`config.mk`:
```
export PLATFORM = sky130hd
export DESIGN_NAME = lc3_mem_io_bridge_flat
export DESIGN_NICKNAME = d
export VERILOG_FILES = /design/src/rtl/lc3_mem_io_bridge_pkg.sv /design/src/rtl/lc3_mem_io_bridge_if.sv /design/src/rtl/lc3_mem_io_bridge.sv /design/src/flat_wrapper.sv
export SDC_FILE = /design/constraint.sdc
export NUM_CORES = 1
export LEC_CHECK = 0
export CORE_MARGIN = 2
export CORE_UTILIZATION = 41
export DETAILED_ROUTE_END_ITERATION = 10
export GPL_TIMING_DRIVEN = 0
export PLACE_DENSITY = 0.85
export SYNTH_ARGS = -nofsm -noshare
export SYNTH_HDL_FRONTEND = slang
export SYNTH_SLANG_ARGS = --single-unit
```
`constraint.sdc`:
```
create_clock -name Clk -period 3 [get_ports Clk]
set_clock_uncertainty 0.2 [all_clocks]
set_input_delay 0.6 -clock Clk [delete_from_list [all_inputs] [get_ports Clk]]
set_output_delay 0.6 -clock Clk [all_outputs]
set_load 0.01 [all_outputs]
```
`src/rtl/lc3_mem_io_bridge_pkg.sv`:
```
// Shared types and constants for the LC-3 memory / I/O bridge.
// State encoding plus the default I/O word address.
package lc3_mem_pkg;

  localparam int SRAM_AW = 20;
  localparam int CNT_W = 2;
  localparam logic [15:0] IO_ADDR_DEF = 16'hFFFF;

  typedef enum logic [2:0] {
    S_IDLE,
    S_RD_WAIT,
    S_WR_SETUP,
    S_WR_PULSE,
    S_WR_HOLD,
    S_DONE
  } state_e;

endpackage

```
`src/rtl/lc3_mem_io_bridge_if.sv`:
```
// CPU-side request bus and SRAM pin bundle for the LC-3 bridge.
// The CPU is master of the request bus; the bridge is master of the SRAM.
interface lc3_cpu_bus_if;

  logic        Mem_CE;
  logic        Mem_OE;
  logic        Mem_WE;
  logic [15:0] MAR;
  logic [15:0] MDR_Out;
  logic        Mem_R;
  logic [15:0] Data_to_CPU;

  modport master (
    output Mem_CE, Mem_OE, Mem_WE, MAR, MDR_Out,
    input  Mem_R, Data_to_CPU
  );

  modport slave (
    input  Mem_CE, Mem_OE, Mem_WE, MAR, MDR_Out,
    output Mem_R, Data_to_CPU
  );

endinterface

interface lc3_sram_if;
  import lc3_mem_pkg::*;

  logic [SRAM_AW-1:0] SRAM_ADDR;
  logic [15:0]        SRAM_Din;
  logic [15:0]        SRAM_Dout;
  logic               SRAM_Dout_En;
  logic               SRAM_CE_N;
  logic               SRAM_OE_N;
  logic               SRAM_WE_N;
  logic               SRAM_UB_N;
  logic               SRAM_LB_N;

  modport master (
    output SRAM_ADDR, SRAM_Dout, SRAM_Dout_En,
    output SRAM_CE_N, SRAM_OE_N, SRAM_WE_N,
    output SRAM_UB_N, SRAM_LB_N,
    input  SRAM_Din
  );

  modport slave (
    input  SRAM_ADDR, SRAM_Dout, SRAM_Dout_En,
    input  SRAM_CE_N, SRAM_OE_N, SRAM_WE_N,
    input  SRAM_UB_N, SRAM_LB_N,
    output SRAM_Din
  );

endinterface

```
`src/rtl/lc3_mem_io_bridge.sv`:
```
// LC-3 memory bridge: level strobes to timed async-SRAM cycles,
// plus the memory-mapped switch/hex I/O word and a Mem_R ready flag.
module lc3_mem_io_bridge
  import lc3_mem_pkg::*;
#(
  parameter int          READ_WAIT = 2,
  parameter int          WR_PULSE  = 2,
  parameter logic [15:0] IO_ADDR   = IO_ADDR_DEF
) (
  input  logic          Clk,
  input  logic          Reset,
  lc3_cpu_bus_if.slave  cpu,
  lc3_sram_if.master    sram,
  input  logic [15:0]   Switches,
  output logic [15:0]   HEX_Out
);

  localparam logic [CNT_W-1:0] RD_LAST = CNT_W'(READ_WAIT - 1);
  localparam logic [CNT_W-1:0] WR_LAST = CNT_W'(WR_PULSE - 1);

  state_e            state_q, state_d;
  logic [CNT_W-1:0]  cnt_q, cnt_d;
  logic [15:0]       addr_q, addr_d;
  logic [15:0]       wdata_q, wdata_d;
  logic [15:0]       rdata_q, rdata_d;
  logic [15:0]       hex_q, hex_d;
  logic              mem_r_q, mem_r_d;
  logic              bus_n_q, bus_n_d;
  logic              oe_n_q, oe_n_d;
  logic              we_n_q, we_n_d;
  logic              dout_en_q, dout_en_d;

  logic rd_req;
  logic wr_req;
  logic is_io;

  // Read wins when both strobes are low.
  assign rd_req = !cpu.Mem_CE && !cpu.Mem_OE;
  assign wr_req = !cpu.Mem_CE && !cpu.Mem_WE && cpu.Mem_OE;
  assign is_io  = (cpu.MAR == IO_ADDR);

  always_comb begin
    state_d = state_q;
    cnt_d   = cnt_q + 1'b1;
    addr_d  = addr_q;
    wdata_d = wdata_q;
    rdata_d = rdata_q;
    hex_d   = hex_q;

    unique case (state_q)
      S_IDLE: begin
        if (rd_req) begin
          if (is_io) begin
            rdata_d = Switches;
            state_d = S_DONE;
          end else begin
            addr_d  = cpu.MAR;
            state_d = S_RD_WAIT;
          end
        end else if (wr_req) begin
          if (is_io) begin
            hex_d   = cpu.MDR_Out;
            state_d = S_DONE;
          end else begin
            addr_d  = cpu.MAR;
            wdata_d = cpu.MDR_Out;
            state_d = S_WR_SETUP;
          end
        end
      end
      S_RD_WAIT: begin
        if (cnt_q == RD_LAST) begin
          rdata_d = sram.SRAM_Din;
          state_d = S_DONE;
        end
      end
      S_WR_SETUP: state_d = S_WR_PULSE;
      S_WR_PULSE: begin
        if (cnt_q == WR_LAST) state_d = S_WR_HOLD;
      end
      S_WR_HOLD: state_d = S_DONE;
      S_DONE: begin
        if (cpu.Mem_OE && cpu.Mem_WE) state_d = S_IDLE;
      end
      default: state_d = S_IDLE;
    endcase

    if (state_d != state_q) cnt_d = '0;
  end

  // Pin values are decoded from the next state so they
  // come straight out of flops in the cycle they apply to.
  always_comb begin
    mem_r_d   = (state_d == S_DONE);
    oe_n_d    = (state_d != S_RD_WAIT);
    we_n_d    = (state_d != S_WR_PULSE);
    dout_en_d = (state_d == S_WR_SETUP) ||
                (state_d == S_WR_PULSE) ||
                (state_d == S_WR_HOLD);
    bus_n_d   = !(dout_en_d || (state_d == S_RD_WAIT));
  end

  always_ff @(posedge Clk) begin
    if (Reset) begin
      state_q   <= S_IDLE;
      cnt_q     <= '0;
      addr_q    <= '0;
      wdata_q   <= '0;
      rdata_q   <= '0;
      hex_q     <= '0;
      mem_r_q   <= 1'b0;
      bus_n_q   <= 1'b1;
      oe_n_q    <= 1'b1;
      we_n_q    <= 1'b1;
      dout_en_q <= 1'b0;
    end else begin
      state_q   <= state_d;
      cnt_q     <= cnt_d;
      addr_q    <= addr_d;
      wdata_q   <= wdata_d;
      rdata_q   <= rdata_d;
      hex_q     <= hex_d;
      mem_r_q   <= mem_r_d;
      bus_n_q   <= bus_n_d;
      oe_n_q    <= oe_n_d;
      we_n_q    <= we_n_d;
      dout_en_q <= dout_en_d;
    end
  end

  assign cpu.Mem_R        = mem_r_q;
  assign cpu.Data_to_CPU  = rdata_q;
  assign HEX_Out          = hex_q;
  assign sram.SRAM_ADDR   = {{(SRAM_AW-16){1'b0}}, addr_q};
  assign sram.SRAM_Dout   = wdata_q;
  assign sram.SRAM_Dout_En = dout_en_q;
  assign sram.SRAM_CE_N   = bus_n_q;
  assign sram.SRAM_UB_N   = bus_n_q;
  assign sram.SRAM_LB_N   = bus_n_q;
  assign sram.SRAM_OE_N   = oe_n_q;
  assign sram.SRAM_WE_N   = we_n_q;

endmodule

```
`src/flat_wrapper.sv`:
```
// flat-port wrapper written by rule: the top's interface ports become plain ports
module lc3_mem_io_bridge_flat import lc3_mem_pkg::*;
#(
  parameter int          READ_WAIT = 2,
  parameter int          WR_PULSE  = 2,
  parameter logic [15:0] IO_ADDR   = IO_ADDR_DEF
)
  (Clk, Reset, Switches, HEX_Out, cpu_Mem_CE, cpu_Mem_OE, cpu_Mem_WE, cpu_MAR, cpu_MDR_Out, cpu_Mem_R, cpu_Data_to_CPU, sram_SRAM_ADDR, sram_SRAM_Dout, sram_SRAM_Dout_En, sram_SRAM_CE_N, sram_SRAM_OE_N, sram_SRAM_WE_N, sram_SRAM_UB_N, sram_SRAM_LB_N, sram_SRAM_Din);
  lc3_cpu_bus_if cpu_i ();
  lc3_sram_if sram_i ();
  input  logic Clk;
  input  logic Reset;
  input  logic [15:0] Switches;
  output logic [15:0] HEX_Out;
  input wire logic [$bits(cpu_i.Mem_CE)-1:0] cpu_Mem_CE;
  input wire logic [$bits(cpu_i.Mem_OE)-1:0] cpu_Mem_OE;
  input wire logic [$bits(cpu_i.Mem_WE)-1:0] cpu_Mem_WE;
  input wire logic [$bits(cpu_i.MAR)-1:0] cpu_MAR;
  input wire logic [$bits(cpu_i.MDR_Out)-1:0] cpu_MDR_Out;
  output wire logic [$bits(cpu_i.Mem_R)-1:0] cpu_Mem_R;
  output wire logic [$bits(cpu_i.Data_to_CPU)-1:0] cpu_Data_to_CPU;
  output wire logic [$bits(sram_i.SRAM_ADDR)-1:0] sram_SRAM_ADDR;
  output wire logic [$bits(sram_i.SRAM_Dout)-1:0] sram_SRAM_Dout;
  output wire logic [$bits(sram_i.SRAM_Dout_En)-1:0] sram_SRAM_Dout_En;
  output wire logic [$bits(sram_i.SRAM_CE_N)-1:0] sram_SRAM_CE_N;
  output wire logic [$bits(sram_i.SRAM_OE_N)-1:0] sram_SRAM_OE_N;
  output wire logic [$bits(sram_i.SRAM_WE_N)-1:0] sram_SRAM_WE_N;
  output wire logic [$bits(sram_i.SRAM_UB_N)-1:0] sram_SRAM_UB_N;
  output wire logic [$bits(sram_i.SRAM_LB_N)-1:0] sram_SRAM_LB_N;
  input wire logic [$bits(sram_i.SRAM_Din)-1:0] sram_SRAM_Din;
  assign cpu_i.Mem_CE = cpu_Mem_CE;
  assign cpu_i.Mem_OE = cpu_Mem_OE;
  assign cpu_i.Mem_WE = cpu_Mem_WE;
  assign cpu_i.MAR = cpu_MAR;
  assign cpu_i.MDR_Out = cpu_MDR_Out;
  assign cpu_Mem_R = cpu_i.Mem_R;
  assign cpu_Data_to_CPU = cpu_i.Data_to_CPU;
  assign sram_SRAM_ADDR = sram_i.SRAM_ADDR;
  assign sram_SRAM_Dout = sram_i.SRAM_Dout;
  assign sram_SRAM_Dout_En = sram_i.SRAM_Dout_En;
  assign sram_SRAM_CE_N = sram_i.SRAM_CE_N;
  assign sram_SRAM_OE_N = sram_i.SRAM_OE_N;
  assign sram_SRAM_WE_N = sram_i.SRAM_WE_N;
  assign sram_SRAM_UB_N = sram_i.SRAM_UB_N;
  assign sram_SRAM_LB_N = sram_i.SRAM_LB_N;
  assign sram_i.SRAM_Din = sram_SRAM_Din;
  lc3_mem_io_bridge #(.READ_WAIT(READ_WAIT), .WR_PULSE(WR_PULSE), .IO_ADDR(IO_ADDR)) u_core (.Clk(Clk), .Reset(Reset), .cpu(cpu_i), .sram(sram_i), .Switches(Switches), .HEX_Out(HEX_Out));
endmodule
```
==> impl_metrics.csv, run 1 <==
group,metric,value,unit
setup_path,r2r_cells,7,
die,core.rowCount,31,
route,drtIter0Drc,110,
clock_network,clock_latency,0.34,ns
timing,worst_pin_slew,0.564,ns
setup_path,rr_endpoint,"u_core.HEX_Out[10]",
yosys,synth.area.top_cells,"dfxtp_1, mux2i_1, nor2_1, a211oi_1, a21oi_1",
layout,syn_to_final_growth,56.3,%
timing,setup_violations,0,
timing,relSlewSlack,62.2,%
pwr,powerDensity,505,nW/um2
grt,grt_pass1_wl,13200,um
layout,regArea,1480,um2
die,initial_core_util,42.3,%
yosys,netlist_area,3070,um2
timing,whs,0.224,ns
yosys,ys_types,39,
yosys,synth_seq_cells,74,
grt,antenna_found_initial,0,
timing,hold_violations,0,
timing,rsz0062_at_grt,"yes",
setup_path,path_class,"in2reg",
route,wl_per_cell,14.8,um
min_path,worstHoldPathCells,1,
min_path,hp-start,"u_core.cnt_q[0]",
placed_design,placed_area,4590,um2
status,run_status,"completed",
setup_path,rrSetupSlack,0.68,ns
layout,final_core_util,66.1,%
grt,gr-total-overflow,0,
layout,layout_common_cells,"clkdlybuf4s50_1, dfxtp_1, mux2i_1",
layout,multi_input_area,1350,um2
yosys,synth_top_area_share,48.3,%
layout,nets,514,
die,dieArea,8190,um2
route,ant_nets,0,
route,drc,0,
clock_network,clk_pin_slew,0.08,ns
pwr,ir_drop,0.282,mV
setup_path,cp_max_fo,10,
die,die_h,90.5,um
yosys,ys_seq_area_share,48.3,%
yosys,syn_avg_cell_area,10.5,um2
die,boundaryPins,144,
setup_path,critPathArrivalTime,2.90,ns
job,drv_cap,0,
timing,fin_crit,2.89,ns
clock_network,cts_made_buffers,9,
yosys,syn_inst,292,
layout,fin_area,4800,um2
grt,grt_pass1_vias,2718,
timing,fmax,346,MHz
setup_path,end_kind,"register",
setup_path,cp-start-kind,"input pin",
pwr,p_leak,1.89,nW
layout,layout_commonest_cell,"clkdlybuf4s50_1",
route,finalWirelength,8140,um
die,die-width,90.5,um
clock_network,clk_path_buf_depth,2,
setup_path,cp.required,3.01,ns
min_path,hp-class,"reg2reg",
clock_network,h-tree-depth,3,
setup_path,reg2reg_from,"u_core.state_q[0]",
placed_design,place.gp.congestion,0.754,
placed_design,dp_hpwl,6120,um
timing,fin_crit_sh,96.3,%
clock_network,cts_root_buf,"clkbuf_8",
yosys,yosys_warnings,0,
route,vias,2695,
die,coreArea,7250,um2
grt,track_usage,19.9,%
clock_network,postCtsHoldBufs,0,
clock_network,cts_tree,"done",
placed_design,portBuffers,138,
route,vias_per_cell,4.92,
clock_network,postCtsSetupBuffers,0,
layout,n_antenna_cell,0,
layout,layout-drive-gt1-share,10.0,%
min_path,hold_path_end,"u_core.cnt_q[0]",
clock_network,cts_sinks,74,
timing,final_max_slew_viol_count,0,
layout,fillCellCount,587,
grt,grt_max_degree,14,
yosys,yosysTopAreaCell,"dfxtp_1",
route,dr.pass1.iters,5,
[power by group]
group / leakage, nW / internal, mW / switching [mW]
Sequential: 0.601 / 1.04 / 0.0298
Combinational: 1.20 / 0.327 / 0.238
Clock: 0.0945 / 0.406 / 0.379
Total: 1.89 / 1.78 / 0.647
[critical path: stages]
cell	delay (ns)
clkdlybuf4s50_1	0.49
nand4_1	0.20
or4_4	0.62
o41ai_4	0.45
and2_1	0.22
buf_6	0.13
buf_12	0.12
a211oi_1	0.07
[per-stage QoR]
stage | std cells | TNS (ns) | setup slack, ns | total power, mW
final | 548 | 0 | 0.110 | 2.42
after global routing | 548 | -0.0332 | -0.0120 | 2.54
after CTS | 548 | 0 | 0.137 | 2.44
after detailed placement | 532 | -4.52 | -0.232 | 1.66
after global placement | 532 | -3.97 | -0.183 | 1.65
after floorplan | 295 | 0 | 0.560 | 1.40
[layout make-up]
type	count	share of cell area [%]
inverter	2	0.157
clock buffer	10	2.87
buffer	27	5.14
multi-input combinational	192	28.2
tap	99	2.58
sequential	74	30.9
timing repair buffer	138	28.8
clock inverter	6	1.38
[cells by family (layout without fill, tap and decap cells)]
group                    count (synthesis)  count (layout)  share of synthesized area, %
AO/OA/AOI/OAI                           41              41                          9.46
XOR/XNOR                                 1               1                         0.285
adder cells (fa/ha/maj)                  1               1                         0.408
buffers and inverters                   29             183                          8.28
flip-flops                              74              74                          48.3
multiplexers                            64              64                          20.9
other                                    1               4                         0.122
AND/OR/NAND/NOR                         81              81                          12.3
[state kept, by name, summed over array words and instances, names as in the netlist]
register                  flops
u_core.HEX_Out               16
u_core.addr_q                16
u_core.cnt_q                  2
u_core.cpu.Data_to_CPU       16
u_core.cpu.Mem_R              1
u_core.sram.SRAM_CE_N         1
u_core.sram.SRAM_Dout        16
u_core.sram.SRAM_Dout_En      1
u_core.sram.SRAM_OE_N         1
u_core.sram.SRAM_WE_N         1
u_core.state_q                3
[worst max-delay path by stage]
stage                     start                   endpoint  slack [ns]  depth (start not counted)
global placement    cpu_MAR[13]         u_core.HEX_Out[11]       -0.18                          7
floorplan           cpu_MAR[13]  u_core.cpu.Data_to_CPU[6]        0.56                          7
finish               cpu_MAR[8]  u_core.cpu.Data_to_CPU[7]        0.11                          8
detailed placement   cpu_MAR[8]          u_core.HEX_Out[8]       -0.23                          7
CTS                  cpu_MAR[8]         u_core.HEX_Out[10]        0.14                          7
global route         cpu_MAR[8]  u_core.cpu.Data_to_CPU[6]       -0.01                          8
[repair_timing]
item	CTS	global route
endpoints found under the hold margin	0	0
setup endpoints to repair	0	7
gates resized for setup	0	1
[synthesized netlist by cell type (all sizes together)]
library cell	n
a211oi	17
a21boi	1
a21o	1
a21oi	17
a221oi	1
a31o	1
a31oi	1
and2	3
and3	1
and3b	2
buf	18
bufbuf	1
clkbuf	6
conb	1
dfxtp	74
dlygate4sd3	1
dlymetal6s2s	1
ha	1
inv	2
mux2i	64
nand2	4
nand2b	3
nand3	1
nand4	4
nor2	53
nor3	1
nor4	6
o221a	1
o41ai	1
or2	1
or3	1
or4	1
xnor2	1
[layer usage]
layer	track usage, %	wire, um	up-vias	part of all wire, %
met2	31.7	3620	126	44
met4	8.21	151	0	1.9
li1	-	-	1319	-
met5	0	0	-	0
met1	22.8	3440	1236	42
met3	9.35	927	14	11
No activity file was read; power rests on OpenSTA's default activity.
==> run 2: changes to the inputs <==
--- a/config.mk
+++ b/config.mk
@@ -5,10 +5,11 @@
 export SDC_FILE = /design/constraint.sdc
 export NUM_CORES = 1
 export LEC_CHECK = 0
+export CELL_PAD_IN_SITES_DETAIL_PLACEMENT = 2
+export CELL_PAD_IN_SITES_GLOBAL_PLACEMENT = 2
 export CORE_MARGIN = 2
-export CORE_UTILIZATION = 41
+export CORE_UTILIZATION = 24
 export DETAILED_ROUTE_END_ITERATION = 10
-export GPL_TIMING_DRIVEN = 0
 export PLACE_DENSITY = 0.85
 export SYNTH_ARGS = -nofsm -noshare
 export SYNTH_HDL_FRONTEND = slang
==> impl_metrics.csv, run 2 (synthesis results as in run 1) <==
group,metric,value,unit
route,finalWirelength,9820,um
route,drc,0,
job,drv_cap,0,
clock_network,cts_tree,"done",
layout,layout-drive-gt1-share,8.06,%
placed_design,place.gp.congestion,0.698,
pwr,p_leak,1.87,nW
clock_network,cts_root_buf,"clkbuf_16",
setup_path,cp-start-kind,"input pin",
layout,nets,499,
timing,final_max_slew_viol_count,0,
setup_path,reg2reg_from,"u_core.state_q[0]",
die,die_h,117,um
clock_network,clk_pin_slew,0.06,ns
timing,setup_violations,0,
min_path,hold_path_end,"u_core.cnt_q[0]",
setup_path,cp_max_fo,16,
timing,hold_violations,0,
clock_network,h-tree-depth,3,
setup_path,path_class,"in2reg",
grt,grt_max_degree,29,
timing,fin_crit_sh,88.8,%
clock_network,cts_made_buffers,9,
die,core.rowCount,41,
route,drtIter0Drc,55,
route,vias_per_cell,4.49,
pwr,ir_drop,0.236,mV
clock_network,post_cts_resized,0,
die,coreArea,12600,um2
setup_path,r2r_cells,5,
timing,rsz0062_at_grt,"no",
placed_design,portBuffers,139,
die,dieArea,13700,um2
timing,setup_tns,0,ns
grt,grt_pass1_wl,15500,um
route,dr.pass1.iters,4,
route,wl_per_cell,16.2,um
min_path,hp-start,"u_core.cnt_q[0]",
setup_path,rr_endpoint,"u_core.addr_q[12]",
timing,fmax,375,MHz
setup_path,rrSetupSlack,0.51,ns
placed_design,dp_hpwl,7640,um
grt,gr-total-overflow,0,
die,initial_core_util,24.4,%
layout,n_antenna_cell,0,
clock_network,clk_path_buf_depth,2,
grt,antenna_found_initial,0,
timing,fin_crit,2.66,ns
layout,layout_common_cells,"clkdlybuf4s50_1, dfxtp_1, mux2i_1",
clock_network,cts_sinks,74,
min_path,worstHoldPathCells,1,
layout,syn_to_final_growth,58.4,%
die,boundaryPins,144,
min_path,hp-class,"reg2reg",
status,run_status,"completed",
timing,worst_pin_slew,1.06,ns
clock_network,clock_latency,0.33,ns
placed_design,dp_cells,590,
die,die-width,117,um
pwr,powerDensity,567,nW/um2
setup_path,end_kind,"register",
route,vias,2719,
setup_path,critPathArrivalTime,2.68,ns
grt,grt_pass1_vias,3012,
clock_network,postCtsSetupBuffers,0,
setup_path,cp.required,3.01,ns
timing,relSlewSlack,29.5,%
clock_network,postCtsHoldBufs,0,
grt,track_usage,14.7,%
layout,final_core_util,38.7,%
route,ant_nets,0,
layout,layout_commonest_cell,"clkdlybuf4s50_1",
layout,instances_no_fill,606,
run 2: cell types whose count changed in the layout (fill, tap and decap cells not counted), moves of 2 or more:
cell,change
clkbuf_1,-4
clkbuf_16,+9
buf_2,-2
clkbuf_8,-11
buf_6,-5
run 2: cell type report:
class,instances,area (um2)
clock buffers,10,229
well taps,172,215
repair buffers,150,1490
inverters,2,7.51
fillers,1339,7710
multi-input cells,192,1350
clock inverters,6,88.8
flip-flops and latches,74,1480
run 2: how the worst max path moves through the flow:
stage | start | depth (start not counted) | endpoint | slack [ns]
6_report | cpu_Mem_CE | 6 | u_core.addr_q[12] | 0.34
5_1_grt | cpu_Mem_CE | 6 | u_core.addr_q[12] | 0.11
4_1_cts | cpu_Mem_CE | 6 | u_core.addr_q[12] | 0.30
3_5_place_dp | cpu_Mem_CE | 6 | u_core.addr_q[12] | -0.04
3_3_place_gp | cpu_MAR[5] | 7 | u_core.cpu.Data_to_CPU[12] | 0.04
2_1_floorplan | cpu_MAR[13] | 7 | u_core.cpu.Data_to_CPU[6] | 0.56
run 2: power breakdown:
group          leakage, nW  switching, mW  internal (mW)
logic                 1.12          0.232          0.295
registers            0.601         0.0408           1.04
clock network        0.149          0.416          0.729
total                 1.87          0.689           2.07
run 2: critical path, stage by stage:
cell and delay (ns):
clkdlybuf4s50_1 0.43, nor4_1 0.29, nand2_1 0.15, nor2_2 0.82, mux2i_1 0.32, nor2_1 0.07
run 2: metrics by stage:
stage / setup slack [ns] / area, um2 / total power, mW / hold WS, ns
2_1_floorplan: 0.560 / 3080 / 1.40 / 0.203
3_3_place_gp: 0.0362 / 4540 / 1.62 / 0.210
3_5_place_dp: -0.0411 / 4540 / 1.64 / 0.227
4_1_cts: 0.305 / 4860 / 2.81 / 0.236
5_1_grt: 0.111 / 4860 / 2.91 / 0.251
6_report: 0.336 / 4860 / 2.76 / 0.231
run 2: per-layer routing:
layer / part of all wire (%) / up-vias / track usage, %
met3: 13 / 6 / 7.98
li1: - / 1288 / -
met4: 0.91 / 0 / 3.76
met5: 0 / - / 0
met2: 47 / 119 / 25.9
met1: 39 / 1306 / 15.4
